===== src/rtl/of_ex_latch_if.sv =====
`default_nettype none
// ============================================================================
// Module  : of_ex_latch_if
// Brief   : OF->EX pipeline bundle (operands, control, forwarding, EX outputs)
// Revision: 1.0  initial release
// ============================================================================
interface of_ex_latch_if #(
    parameter int REG_ADDR_W = 4,
    parameter int CNT_W      = 16
);
    logic                  stall;
    logic                  flush;
    logic                  in_valid;
    logic [31:0]           in_pc;
    logic [31:0]           in_A;
    logic [31:0]           in_B;
    logic [31:0]           in_op2;
    logic [31:0]           in_immx;
    logic                  in_isImmediate;
    logic [12:0]           in_aluSignals;
    logic [REG_ADDR_W-1:0] in_rs1;
    logic [REG_ADDR_W-1:0] in_rs2;
    logic [REG_ADDR_W-1:0] in_rst;
    logic [REG_ADDR_W-1:0] in_rd;
    logic                  in_wb;
    logic                  ma_fwd_en;
    logic [REG_ADDR_W-1:0] ma_fwd_rd;
    logic [31:0]           ma_fwd_data;
    logic                  rw_fwd_en;
    logic [REG_ADDR_W-1:0] rw_fwd_rd;
    logic [31:0]           rw_fwd_data;

    logic                  valid;
    logic [31:0]           pc;
    logic [31:0]           A_ALU;
    logic [31:0]           B_ALU;
    logic [31:0]           op2;
    logic [31:0]           immx;
    logic                  isImmediate;
    logic [12:0]           aluSignals;
    logic [REG_ADDR_W-1:0] rd;
    logic                  wb;
    logic [CNT_W-1:0]      bubble_count;

    modport master (
        output stall, flush, in_valid, in_pc, in_A, in_B, in_op2, in_immx,
               in_isImmediate, in_aluSignals, in_rs1, in_rs2, in_rst, in_rd,
               in_wb, ma_fwd_en, ma_fwd_rd, ma_fwd_data, rw_fwd_en, rw_fwd_rd,
               rw_fwd_data,
        input  valid, pc, A_ALU, B_ALU, op2, immx, isImmediate, aluSignals,
               rd, wb, bubble_count
    );

    modport slave (
        input  stall, flush, in_valid, in_pc, in_A, in_B, in_op2, in_immx,
               in_isImmediate, in_aluSignals, in_rs1, in_rs2, in_rst, in_rd,
               in_wb, ma_fwd_en, ma_fwd_rd, ma_fwd_data, rw_fwd_en, rw_fwd_rd,
               rw_fwd_data,
        output valid, pc, A_ALU, B_ALU, op2, immx, isImmediate, aluSignals,
               rd, wb, bubble_count
    );
endinterface
`default_nettype wire


===== src/rtl/of_ex_latch.sv =====
`default_nettype none
// ============================================================================
// Module  : of_ex_latch
// Brief   : OF/EX pipeline register with MA/RW forwarding, stall, flush and
//           a saturating bubble counter
// Revision: 1.0  initial release
// ============================================================================
module of_ex_latch #(
    parameter int REG_ADDR_W = 4,
    parameter int CNT_W      = 16
) (
    input  wire logic        clk,
    input  wire logic        reset,
    of_ex_latch_if.slave     bus
);

    // MA is the younger producer, so it wins over RW on a shared destination.
    function automatic logic [31:0] fwd_sel(
        input logic [REG_ADDR_W-1:0] src,
        input logic [31:0]           rf_val,
        input logic                  ma_en,
        input logic [REG_ADDR_W-1:0] ma_rd,
        input logic [31:0]           ma_data,
        input logic                  rw_en,
        input logic [REG_ADDR_W-1:0] rw_rd,
        input logic [31:0]           rw_data
    );
        if (ma_en && (ma_rd == src))
            return ma_data;
        else if (rw_en && (rw_rd == src))
            return rw_data;
        else
            return rf_val;
    endfunction

    logic [31:0] w_fwd_a;
    logic [31:0] w_fwd_b;
    logic [31:0] w_fwd_op2;
    logic        w_bubble;

    always_comb begin
        w_fwd_a   = fwd_sel(bus.in_rs1, bus.in_A, bus.ma_fwd_en, bus.ma_fwd_rd,
                            bus.ma_fwd_data, bus.rw_fwd_en, bus.rw_fwd_rd, bus.rw_fwd_data);
        w_fwd_b   = fwd_sel(bus.in_rs2, bus.in_B, bus.ma_fwd_en, bus.ma_fwd_rd,
                            bus.ma_fwd_data, bus.rw_fwd_en, bus.rw_fwd_rd, bus.rw_fwd_data);
        w_fwd_op2 = fwd_sel(bus.in_rst, bus.in_op2, bus.ma_fwd_en, bus.ma_fwd_rd,
                            bus.ma_fwd_data, bus.rw_fwd_en, bus.rw_fwd_rd, bus.rw_fwd_data);
        // Flush beats stall; an empty OF slot only becomes a bubble when not stalled.
        w_bubble  = bus.flush || (!bus.stall && !bus.in_valid);
    end

    logic                  r_valid;
    logic [31:0]           r_pc;
    logic [31:0]           r_a_alu;
    logic [31:0]           r_b_alu;
    logic [31:0]           r_op2;
    logic [31:0]           r_immx;
    logic                  r_is_imm;
    logic [12:0]           r_alu_signals;
    logic [REG_ADDR_W-1:0] r_rd;
    logic                  r_wb;
    logic [CNT_W-1:0]      r_bubble_count;

    always_ff @(posedge clk) begin
        if (reset || w_bubble) begin
            r_valid       <= 1'b0;
            r_pc          <= '0;
            r_a_alu       <= '0;
            r_b_alu       <= '0;
            r_op2         <= '0;
            r_immx        <= '0;
            r_is_imm      <= 1'b0;
            r_alu_signals <= '0;
            r_rd          <= '0;
            r_wb          <= 1'b0;
        end else if (!bus.stall) begin
            r_valid       <= 1'b1;
            r_pc          <= bus.in_pc;
            r_a_alu       <= w_fwd_a;
            r_b_alu       <= w_fwd_b;
            r_op2         <= w_fwd_op2;
            r_immx        <= bus.in_immx;
            r_is_imm      <= bus.in_isImmediate;
            r_alu_signals <= bus.in_aluSignals;
            r_rd          <= bus.in_rd;
            r_wb          <= bus.in_wb;
        end
    end

    always_ff @(posedge clk) begin
        if (reset)
            r_bubble_count <= '0;
        else if (w_bubble && (r_bubble_count != {CNT_W{1'b1}}))
            r_bubble_count <= r_bubble_count + 1'b1;
    end

    assign bus.valid        = r_valid;
    assign bus.pc           = r_pc;
    assign bus.A_ALU        = r_a_alu;
    assign bus.B_ALU        = r_b_alu;
    assign bus.op2          = r_op2;
    assign bus.immx         = r_immx;
    assign bus.isImmediate  = r_is_imm;
    assign bus.aluSignals   = r_alu_signals;
    assign bus.rd           = r_rd;
    assign bus.wb           = r_wb;
    assign bus.bubble_count = r_bubble_count;

endmodule
`default_nettype wire


===== src/flat_wrapper.sv =====
// flat-port wrapper written by rule: the top's interface ports become plain ports
module of_ex_latch_flat 
#(
    parameter int REG_ADDR_W = 4,
    parameter int CNT_W      = 16
)
  (clk, reset, bus_stall, bus_flush, bus_in_valid, bus_in_pc, bus_in_A, bus_in_B, bus_in_op2, bus_in_immx, bus_in_isImmediate, bus_in_aluSignals, bus_in_rs1, bus_in_rs2, bus_in_rst, bus_in_rd, bus_in_wb, bus_ma_fwd_en, bus_ma_fwd_rd, bus_ma_fwd_data, bus_rw_fwd_en, bus_rw_fwd_rd, bus_rw_fwd_data, bus_valid, bus_pc, bus_A_ALU, bus_B_ALU, bus_op2, bus_immx, bus_isImmediate, bus_aluSignals, bus_rd, bus_wb, bus_bubble_count);
  of_ex_latch_if #(.REG_ADDR_W(REG_ADDR_W), .CNT_W(CNT_W)) bus_i ();
  input  wire logic clk;
  input  wire logic reset;
  input wire logic [$bits(bus_i.stall)-1:0] bus_stall;
  input wire logic [$bits(bus_i.flush)-1:0] bus_flush;
  input wire logic [$bits(bus_i.in_valid)-1:0] bus_in_valid;
  input wire logic [$bits(bus_i.in_pc)-1:0] bus_in_pc;
  input wire logic [$bits(bus_i.in_A)-1:0] bus_in_A;
  input wire logic [$bits(bus_i.in_B)-1:0] bus_in_B;
  input wire logic [$bits(bus_i.in_op2)-1:0] bus_in_op2;
  input wire logic [$bits(bus_i.in_immx)-1:0] bus_in_immx;
  input wire logic [$bits(bus_i.in_isImmediate)-1:0] bus_in_isImmediate;
  input wire logic [$bits(bus_i.in_aluSignals)-1:0] bus_in_aluSignals;
  input wire logic [$bits(bus_i.in_rs1)-1:0] bus_in_rs1;
  input wire logic [$bits(bus_i.in_rs2)-1:0] bus_in_rs2;
  input wire logic [$bits(bus_i.in_rst)-1:0] bus_in_rst;
  input wire logic [$bits(bus_i.in_rd)-1:0] bus_in_rd;
  input wire logic [$bits(bus_i.in_wb)-1:0] bus_in_wb;
  input wire logic [$bits(bus_i.ma_fwd_en)-1:0] bus_ma_fwd_en;
  input wire logic [$bits(bus_i.ma_fwd_rd)-1:0] bus_ma_fwd_rd;
  input wire logic [$bits(bus_i.ma_fwd_data)-1:0] bus_ma_fwd_data;
  input wire logic [$bits(bus_i.rw_fwd_en)-1:0] bus_rw_fwd_en;
  input wire logic [$bits(bus_i.rw_fwd_rd)-1:0] bus_rw_fwd_rd;
  input wire logic [$bits(bus_i.rw_fwd_data)-1:0] bus_rw_fwd_data;
  output wire logic [$bits(bus_i.valid)-1:0] bus_valid;
  output wire logic [$bits(bus_i.pc)-1:0] bus_pc;
  output wire logic [$bits(bus_i.A_ALU)-1:0] bus_A_ALU;
  output wire logic [$bits(bus_i.B_ALU)-1:0] bus_B_ALU;
  output wire logic [$bits(bus_i.op2)-1:0] bus_op2;
  output wire logic [$bits(bus_i.immx)-1:0] bus_immx;
  output wire logic [$bits(bus_i.isImmediate)-1:0] bus_isImmediate;
  output wire logic [$bits(bus_i.aluSignals)-1:0] bus_aluSignals;
  output wire logic [$bits(bus_i.rd)-1:0] bus_rd;
  output wire logic [$bits(bus_i.wb)-1:0] bus_wb;
  output wire logic [$bits(bus_i.bubble_count)-1:0] bus_bubble_count;
  assign bus_i.stall = bus_stall;
  assign bus_i.flush = bus_flush;
  assign bus_i.in_valid = bus_in_valid;
  assign bus_i.in_pc = bus_in_pc;
  assign bus_i.in_A = bus_in_A;
  assign bus_i.in_B = bus_in_B;
  assign bus_i.in_op2 = bus_in_op2;
  assign bus_i.in_immx = bus_in_immx;
  assign bus_i.in_isImmediate = bus_in_isImmediate;
  assign bus_i.in_aluSignals = bus_in_aluSignals;
  assign bus_i.in_rs1 = bus_in_rs1;
  assign bus_i.in_rs2 = bus_in_rs2;
  assign bus_i.in_rst = bus_in_rst;
  assign bus_i.in_rd = bus_in_rd;
  assign bus_i.in_wb = bus_in_wb;
  assign bus_i.ma_fwd_en = bus_ma_fwd_en;
  assign bus_i.ma_fwd_rd = bus_ma_fwd_rd;
  assign bus_i.ma_fwd_data = bus_ma_fwd_data;
  assign bus_i.rw_fwd_en = bus_rw_fwd_en;
  assign bus_i.rw_fwd_rd = bus_rw_fwd_rd;
  assign bus_i.rw_fwd_data = bus_rw_fwd_data;
  assign bus_valid = bus_i.valid;
  assign bus_pc = bus_i.pc;
  assign bus_A_ALU = bus_i.A_ALU;
  assign bus_B_ALU = bus_i.B_ALU;
  assign bus_op2 = bus_i.op2;
  assign bus_immx = bus_i.immx;
  assign bus_isImmediate = bus_i.isImmediate;
  assign bus_aluSignals = bus_i.aluSignals;
  assign bus_rd = bus_i.rd;
  assign bus_wb = bus_i.wb;
  assign bus_bubble_count = bus_i.bubble_count;
  of_ex_latch #(.REG_ADDR_W(REG_ADDR_W), .CNT_W(CNT_W)) u_core (.clk(clk), .reset(reset), .bus(bus_i));
endmodule

===== config.mk =====
export PLATFORM = sky130hd
export DESIGN_NAME = of_ex_latch_flat
export DESIGN_NICKNAME = d
export VERILOG_FILES = /design/src/rtl/of_ex_latch_if.sv /design/src/rtl/of_ex_latch.sv /design/src/flat_wrapper.sv
export SDC_FILE = /design/constraint.sdc
export NUM_CORES = 1
export LEC_CHECK = 0
export BUFFER_PORTS_ARGS = -buffer_cell sky130_fd_sc_hd__clkbuf_2
export CAP_MARGIN = 15
export CORE_AREA = 4 4 178 180
export CTS_CLUSTER_SIZE = 14
export DETAILED_ROUTE_END_ITERATION = 10
export DIE_AREA = 0 0 182 184
export GPL_TIMING_DRIVEN = 0
export PLACE_DENSITY = 0.58
export SYNTH_ARGS = -nofsm -noshare
export SYNTH_HDL_FRONTEND = slang
export SYNTH_SLANG_ARGS = --single-unit

===== constraint.sdc =====
create_clock -name clk -period 2.2 [get_ports clk]
set_clock_uncertainty 0.15 [all_clocks]
set_input_delay 0 -clock clk [delete_from_list [all_inputs] [get_ports clk]]
set_output_delay 0 -clock clk [all_outputs]
set_load 0.005 [all_outputs]

==> results of run 1 <==
power by group through the flow:
stage | Sequential (mW) | Combinational, mW | Clock (mW)
2_1_floorplan | 3.79 | 0.495 | 0
3_3_place_gp | 3.79 | 1.07 | 0
3_5_place_dp | 3.79 | 1.08 | 0
4_1_cts | 3.71 | 1.55 | 3.17
5_1_grt | 3.72 | 1.70 | 3.32
6_report | 3.71 | 1.58 | 3.11
routing by layer:
layer | GRT usage [%] | up-vias
met5 | 0 | -
met1 | 26.7 | 4933
met2 | 43.5 | 492
met4 | 9.13 | 0
met3 | 6.07 | 88
li1 | - | 4917
kinds of logic (layout without fill, tap and decap cells):
group | count (synthesis) | count (layout) | synth area share [%]
compound gates | 144 | 144 | 12.3
flops | 196 | 196 | 44.4
fa+ha+maj | 1 | 1 | 0.142
xor+xnor | 33 | 33 | 3.27
other cells | 0 | 2 | 0
buf+inv | 79 | 889 | 4.26
simple gates | 304 | 304 | 15.3
mux | 180 | 180 | 20.4
per-stage QoR:
stage                     setup WS, ns  cell area [um2]  hold WS, ns
after floorplan                  0.293             8840     -0.00606
after detailed placement        -0.271            11600       0.0893
after CTS                       0.0453            15400      0.00565
final                           0.0513            15400      0.00114
after global routing           0.00380            15400       0.0467
after global placement          -0.267            11600       0.0821
synthesized netlist by cell type, types with 2 or more instances:
cell type	n
nand4b_1	3
nor2_1	101
buf_12	3
mux2i_1	180
buf_2	19
o221ai_1	64
and2_1	2
nor4_1	4
xnor2_1	12
inv_1	7
nand2_1	138
or3_1	2
buf_1	13
dfxtp_1	196
o21ai_1	30
nand4_1	2
o21ai_0	6
nand2b_1	34
nor4_4	2
clkbuf_1	35
o31ai_1	32
nand3_1	5
xor2_1	21
nor3_1	3
a41oi_1	2
a21oi_1	2
registers in the layout, summed over array words and instances (netlist names):
signal / cells
u_core.bus.valid: 1
u_core.bus.wb: 1
u_core.bus.aluSignals: 13
u_core.bus.bubble_count: 16
u_core.bus.isImmediate: 1
u_core.bus.op2: 32
u_core.bus.immx: 32
u_core.bus.rd: 4
u_core.bus.A_ALU: 32
u_core.bus.B_ALU: 32
u_core.bus.pc: 32
path summary, 6_finish.rpt:
kind                                     end  slack, ns  cells past startpoint
hold reg to reg             u_core.bus.valid       0.32                      2
setup reg to reg  u_core.bus.bubble_count[1]       0.22                      6
hold / removal           u_core.bus.A_ALU[0]      0.001                      4
setup / recovery          u_core.bus.op2[31]       0.05                      9
timing repair:
action / 4_1_cts / 5_1_grt
resized for setup: 0 / 4
setup endpoints to repair: 0 / 32
hold endpoints to repair: 186 / 0
setup buffers: 0 / 3
hold buffers: 313 / 0
final cells by class:
class                      count  area, um2
antenna                        2       5.00
buffer                        70        345
clock buffer                  17        425
clock inverter                15        145
fill                        2723      14800
inverter                       8       30.0
multi-input combinational    662       4540
sequential                   196       3930
tap                          396        495
timing repair buffer         779       5470
worst max-delay path, cell delays in order:
cell	delay [ns]
clkbuf_2	0.13
xnor2_1	0.17
nand2_1	0.11
nor4_4	0.27
buf_4	0.20
mux2i_1	0.18
dlygate4sd3_1	0.56
o221ai_1	0.12
dlygate4sd3_1	0.58
==> reports/metrics.yaml, run 1 <==
period_needed_ns: 2.15
maxSlewViolCount: 0
clock_path_buffers: 2
cp-end-kind: "register"
hold_viol_final: 0
cts_sinks: 196
setup_tns_ns: 0
dr.pass1.iters: 7
ys_seq_area_share_pct: 44.4
pwr-share-seq_pct: 44.1
final_cells: 2145
setup_viol: 0
synth_top_area_cell: "dfxtp_1"
met3WireLength_um: 3040
drc: 0
holdCritStartpoint: "reset"
clkTransAtPathRegs_ns: 0.08
pwr-share-comb_pct: 18.8
post-route-period-util_pct: 97.7
cts_max_level: 4
cts_tree: "yes"
final_cell_mix: "clkbuf_2 (463), dlygate4sd3_1 (313), dfxtp_1 (195)"
syn_to_final_growth_pct: 74.1
synth_nets: 1208
grt_pass1_wl_um: 62900
crit_start: "bus_rw_fwd_rd[2]"
grt_overflow_total: 0
dieArea_um2: 33500
holdCritPathClass: "in -> reg"
synth_top_area_share_pct: 44.4
synth-seq-cells: 196
powerDensity_nw_per_um2: 547
cp-start-kind: "input port"
intPower_mw: 6.04
outcome: "finished clean"
synth_cell_types: 45
highest_layer: "met4"
route.met2.wl_um: 21200
crit_required_ns: 2.37
dp_cells: 1796
slew_headroom_pct: 40.4
ir_worst_vdd_mv: 0.463
netlist_area_um2: 8840
power.share.clock_pct: 37.0
power_mw: 8.41
synthFlopType: "dfxtp_1"
ctsRootBufferMaster: "clkbuf_16"
nNetsFinal: 2005
final_util_pct: 51.0
ant_nets: 0
route.detailed.wl_per_inst_um: 19.4
grt_pass1_vias: 10956
finalWeightedCongestion: 0.855
core_um2: 30200
rsz0062_at_grt: "no"
crit_fanout: 5
async_flop_share_pct: 0
p_leak_nw: 7.05
core.rowCount: 64
arrival_ns: 2.32
maxCapViolCount: 0
drive_above_1_share_pct: 30.4
wl_met1_um: 16000
numPortBuffers: 463
worstSetupPathType: "in -> reg"
synth_edf_count: 0
ios: 466
routed_wl_um: 41600
clkLatencyLatePin_ns: 0.44
switchingPower_mw: 2.37
fmax_mhz: 465
grt_max_degree: 20
postSynthAreaPerCell_um2: 9.43
vias: 10430
numCtsBuffers: 17
die_y_um: 184
synth.area.top_cells: "dfxtp_1 (44%), mux2i_1 (20%), o221ai_1 (6.3%), nand2_1 (5.9%), nor2_1 (4.3%)"
vias_per_cell: 4.86
drt_iter0_markers: 522
final_common_cell: "clkbuf_2"
start_util_pct: 29.3
p_sw_share_pct: 28.2
fp.dieW_um: 182
hpwl_um: 29500
syn_inst: 937
yosys_warnings: 0
reg2reg_from: "u_core.bus.bubble_count[0]"
grt_usage_pct: 23.9
antenna_found_initial: 2
tightest_slew_ns: 0.893
(Power assumes the default switching activity.)
==> run 2: changes to the inputs <==
Settings changed: CELL_PAD_IN_SITES_DETAIL_PLACEMENT from default to 0, CELL_PAD_IN_SITES_GLOBAL_PLACEMENT from default to 1, CORE_AREA 4 4 178 180 to default, CORE_ASPECT_RATIO from default to 0.7, CORE_MARGIN from default to 4, CORE_UTILIZATION from default to 32, DIE_AREA 0 0 182 184 to default, PLACE_DENSITY 0.58 to 0.82.
==> reports/metrics.yaml, run 2 (synthesis gave the netlist of run 1 again) <==
cts_sinks: 196  # unchanged
cts_max_level: 4  # unchanged
whs_ns: -0.00517  # -0.00631 ns
crit_fanout: 5  # unchanged
slew_headroom_pct: 39.9  # -0.53 points
numCtsBuffers: 17  # unchanged
hold_viol_final: 1  # +1
post_dp_cell_area_um2: 11600  # -0.34%
final_cell_area_um2: 15400  # about the same
vias: 10432  # +0.019%
post-route-period-util_pct: 97.0  # -0.64 points
cts_tree: "yes"
holdPathStages: 5  # +1
min_to: "u_core.bus.B_ALU[0]"
p_leak_nw: 7.08  # +0.41%
fmax_mhz: 468  # +0.66%
vias_per_cell: 4.93  # +1.5%
powerDensity_nw_per_um2: 559  # +2.2%
core.rowCount: 50  # -22%
fp.dieW_um: 207  # +14%
ios: 466  # unchanged
drt_iter0_markers: 573  # +9.8%
ctsRootBufferMaster: "clkbuf_16"
setup_viol: 0  # unchanged
clkTransAtPathRegs_ns: 0.08  # about the same
maxCapViolCount: 0  # unchanged
grt_pass1_vias: 10830  # -1.2%
power.share.clock_pct: 38.2  # +1.2 points
maxSlewViolCount: 0  # unchanged
cp-start-kind: "input port"
antenna_found_initial: 0  # -2
grt_pass1_wl_um: 61700  # -1.9%
rsz0062_at_grt: "yes"
grt_overflow_total: 0  # unchanged
arrival_ns: 2.31  # about the same
core_um2: 27000  # -11%
reg2reg_slack_ns: 0.12  # -0.10 ns
numPortBuffers: 463  # unchanged
finalWeightedCongestion: 0.853  # -0.22%
final_cell_mix: "clkbuf_2 (463), dlygate4sd3_1 (313), dfxtp_1 (192)"
r2r_cells: 6  # unchanged
holdCritPathClass: "in -> reg"
syn_to_final_growth_pct: 74.3  # about the same
route.detailed.wl_per_inst_um: 19.7  # +1.6%
pwr-share-seq_pct: 43.2  # -0.9 points
grt_usage_pct: 26.1  # +2.2 points
drive_above_1_share_pct: 30.6  # +0.19 points
switchingPower_mw: 2.35  # -1.0%
worstSetupPathType: "in -> reg"
hpwl_um: 28600  # -3.1%
violations: "hold timing"
cp-end-kind: "register"
p_sw_share_pct: 27.3  # -0.92 points
outcome: "finished, violations left"
r2r_end: "u_core.bus.bubble_count[3]"
drc: 0  # unchanged
grt_max_degree: 19  # -5.0%
period_needed_ns: 2.13  # -0.0142 ns
die_y_um: 147  # -20%
intPower_mw: 6.26  # +3.6%
ir_worst_vdd_mv: 0.479  # +3.4%
holdCritStartpoint: "bus_ma_fwd_en"
pwr-share-comb_pct: 18.7  # about the same
dr.pass1.iters: 5  # -2
nNetsFinal: 2007  # +0.10%
final_common_cell: "clkbuf_2"
clock_path_buffers: 2  # unchanged
clkLatencyLatePin_ns: 0.43  # about the same
ant_nets: 0  # unchanged
tightest_slew_ns: 0.892  # -0.00148 ns
dieArea_um2: 30400  # -9.3%
reg2reg_from: "u_core.bus.bubble_count[7]"
crit_required_ns: 2.37  # about the same
routed_wl_um: 41700  # +0.15%
start_util_pct: 32.8  # +3.5 points
==> run 2: worst max path at each step <==
stage                                            end                       start  slack, ns
after global routing            u_core.bus.B_ALU[31]            bus_rw_fwd_rd[2]      -0.03
after global placement          u_core.bus.B_ALU[21]                   bus_stall      -0.29
final                           u_core.bus.B_ALU[31]            bus_rw_fwd_rd[2]       0.07
after floorplan           u_core.bus.bubble_count[3]  u_core.bus.bubble_count[8]       0.29
after detailed placement        u_core.bus.B_ALU[16]                   bus_stall      -0.27
after CTS                       u_core.bus.B_ALU[31]                   bus_stall       0.07
==> run 2: repair_timing <==
item	4_1_cts	5_1_grt
setup endpoints to repair	0	7
setup buffers	0	4
endpoints found under the hold margin	186	0
resized for setup	0	9
hold buffers	315	0
==> run 2: worst max-delay path: stages <==
cell           delay (ns)
clkbuf_2             0.13
xnor2_1              0.16
nand2_1              0.11
nor4_4               0.27
buf_4                0.19
mux2i_1              0.19
dlygate4sd3_1        0.58
o221ai_1             0.11
dlygate4sd3_1        0.57
==> run 2: per-stage QoR <==
step / utilization (%) / std cells / setup slack [ns] / TNS, ns / power, mW
floorplan: - / 937 / 0.293 / 0 / 4.29
detailed placement: 43.1 / 1764 / -0.273 / -10.73 / 4.87
finish: 57.1 / 2114 / 0.0654 / 0 / 8.60
global route: 57.1 / 2113 / -0.0277 / -0.0277 / 8.94
CTS: 57.0 / 2111 / 0.0726 / 0 / 8.61
global placement: 43.1 / 1764 / -0.285 / -9.61 / 4.85
==> run 2: power by group through the flow <==
stage,logic (mW),registers [mW],clock network (mW)
2_1_floorplan,0.495,3.79,0
3_3_place_gp,1.07,3.79,0
3_5_place_dp,1.07,3.79,0
4_1_cts,1.56,3.71,3.34
5_1_grt,1.72,3.73,3.49
6_report,1.60,3.72,3.28
==> run 2: cell type report <==
class	instances	area (um2)
diodes	1	2.50
clock inverters	13	163
clock buffers	19	433
repair buffers	780	5480
multi-input cells	662	4560
plain buffers	71	347
fillers	2336	11600
inverters	8	30.0
flip-flops and latches	196	3930
well taps	364	455
==> run 2: layer usage <==
layer | share of wire [%] | up-vias | GRT usage, %
met5 | 0 | - | 0
met4 | 2.9 | 0 | 8.51
met3 | 8.5 | 78 | 6.84
met2 | 48 | 526 | 44.8
met1 | 41 | 4886 | 31.8
li1 | - | 4942 | -
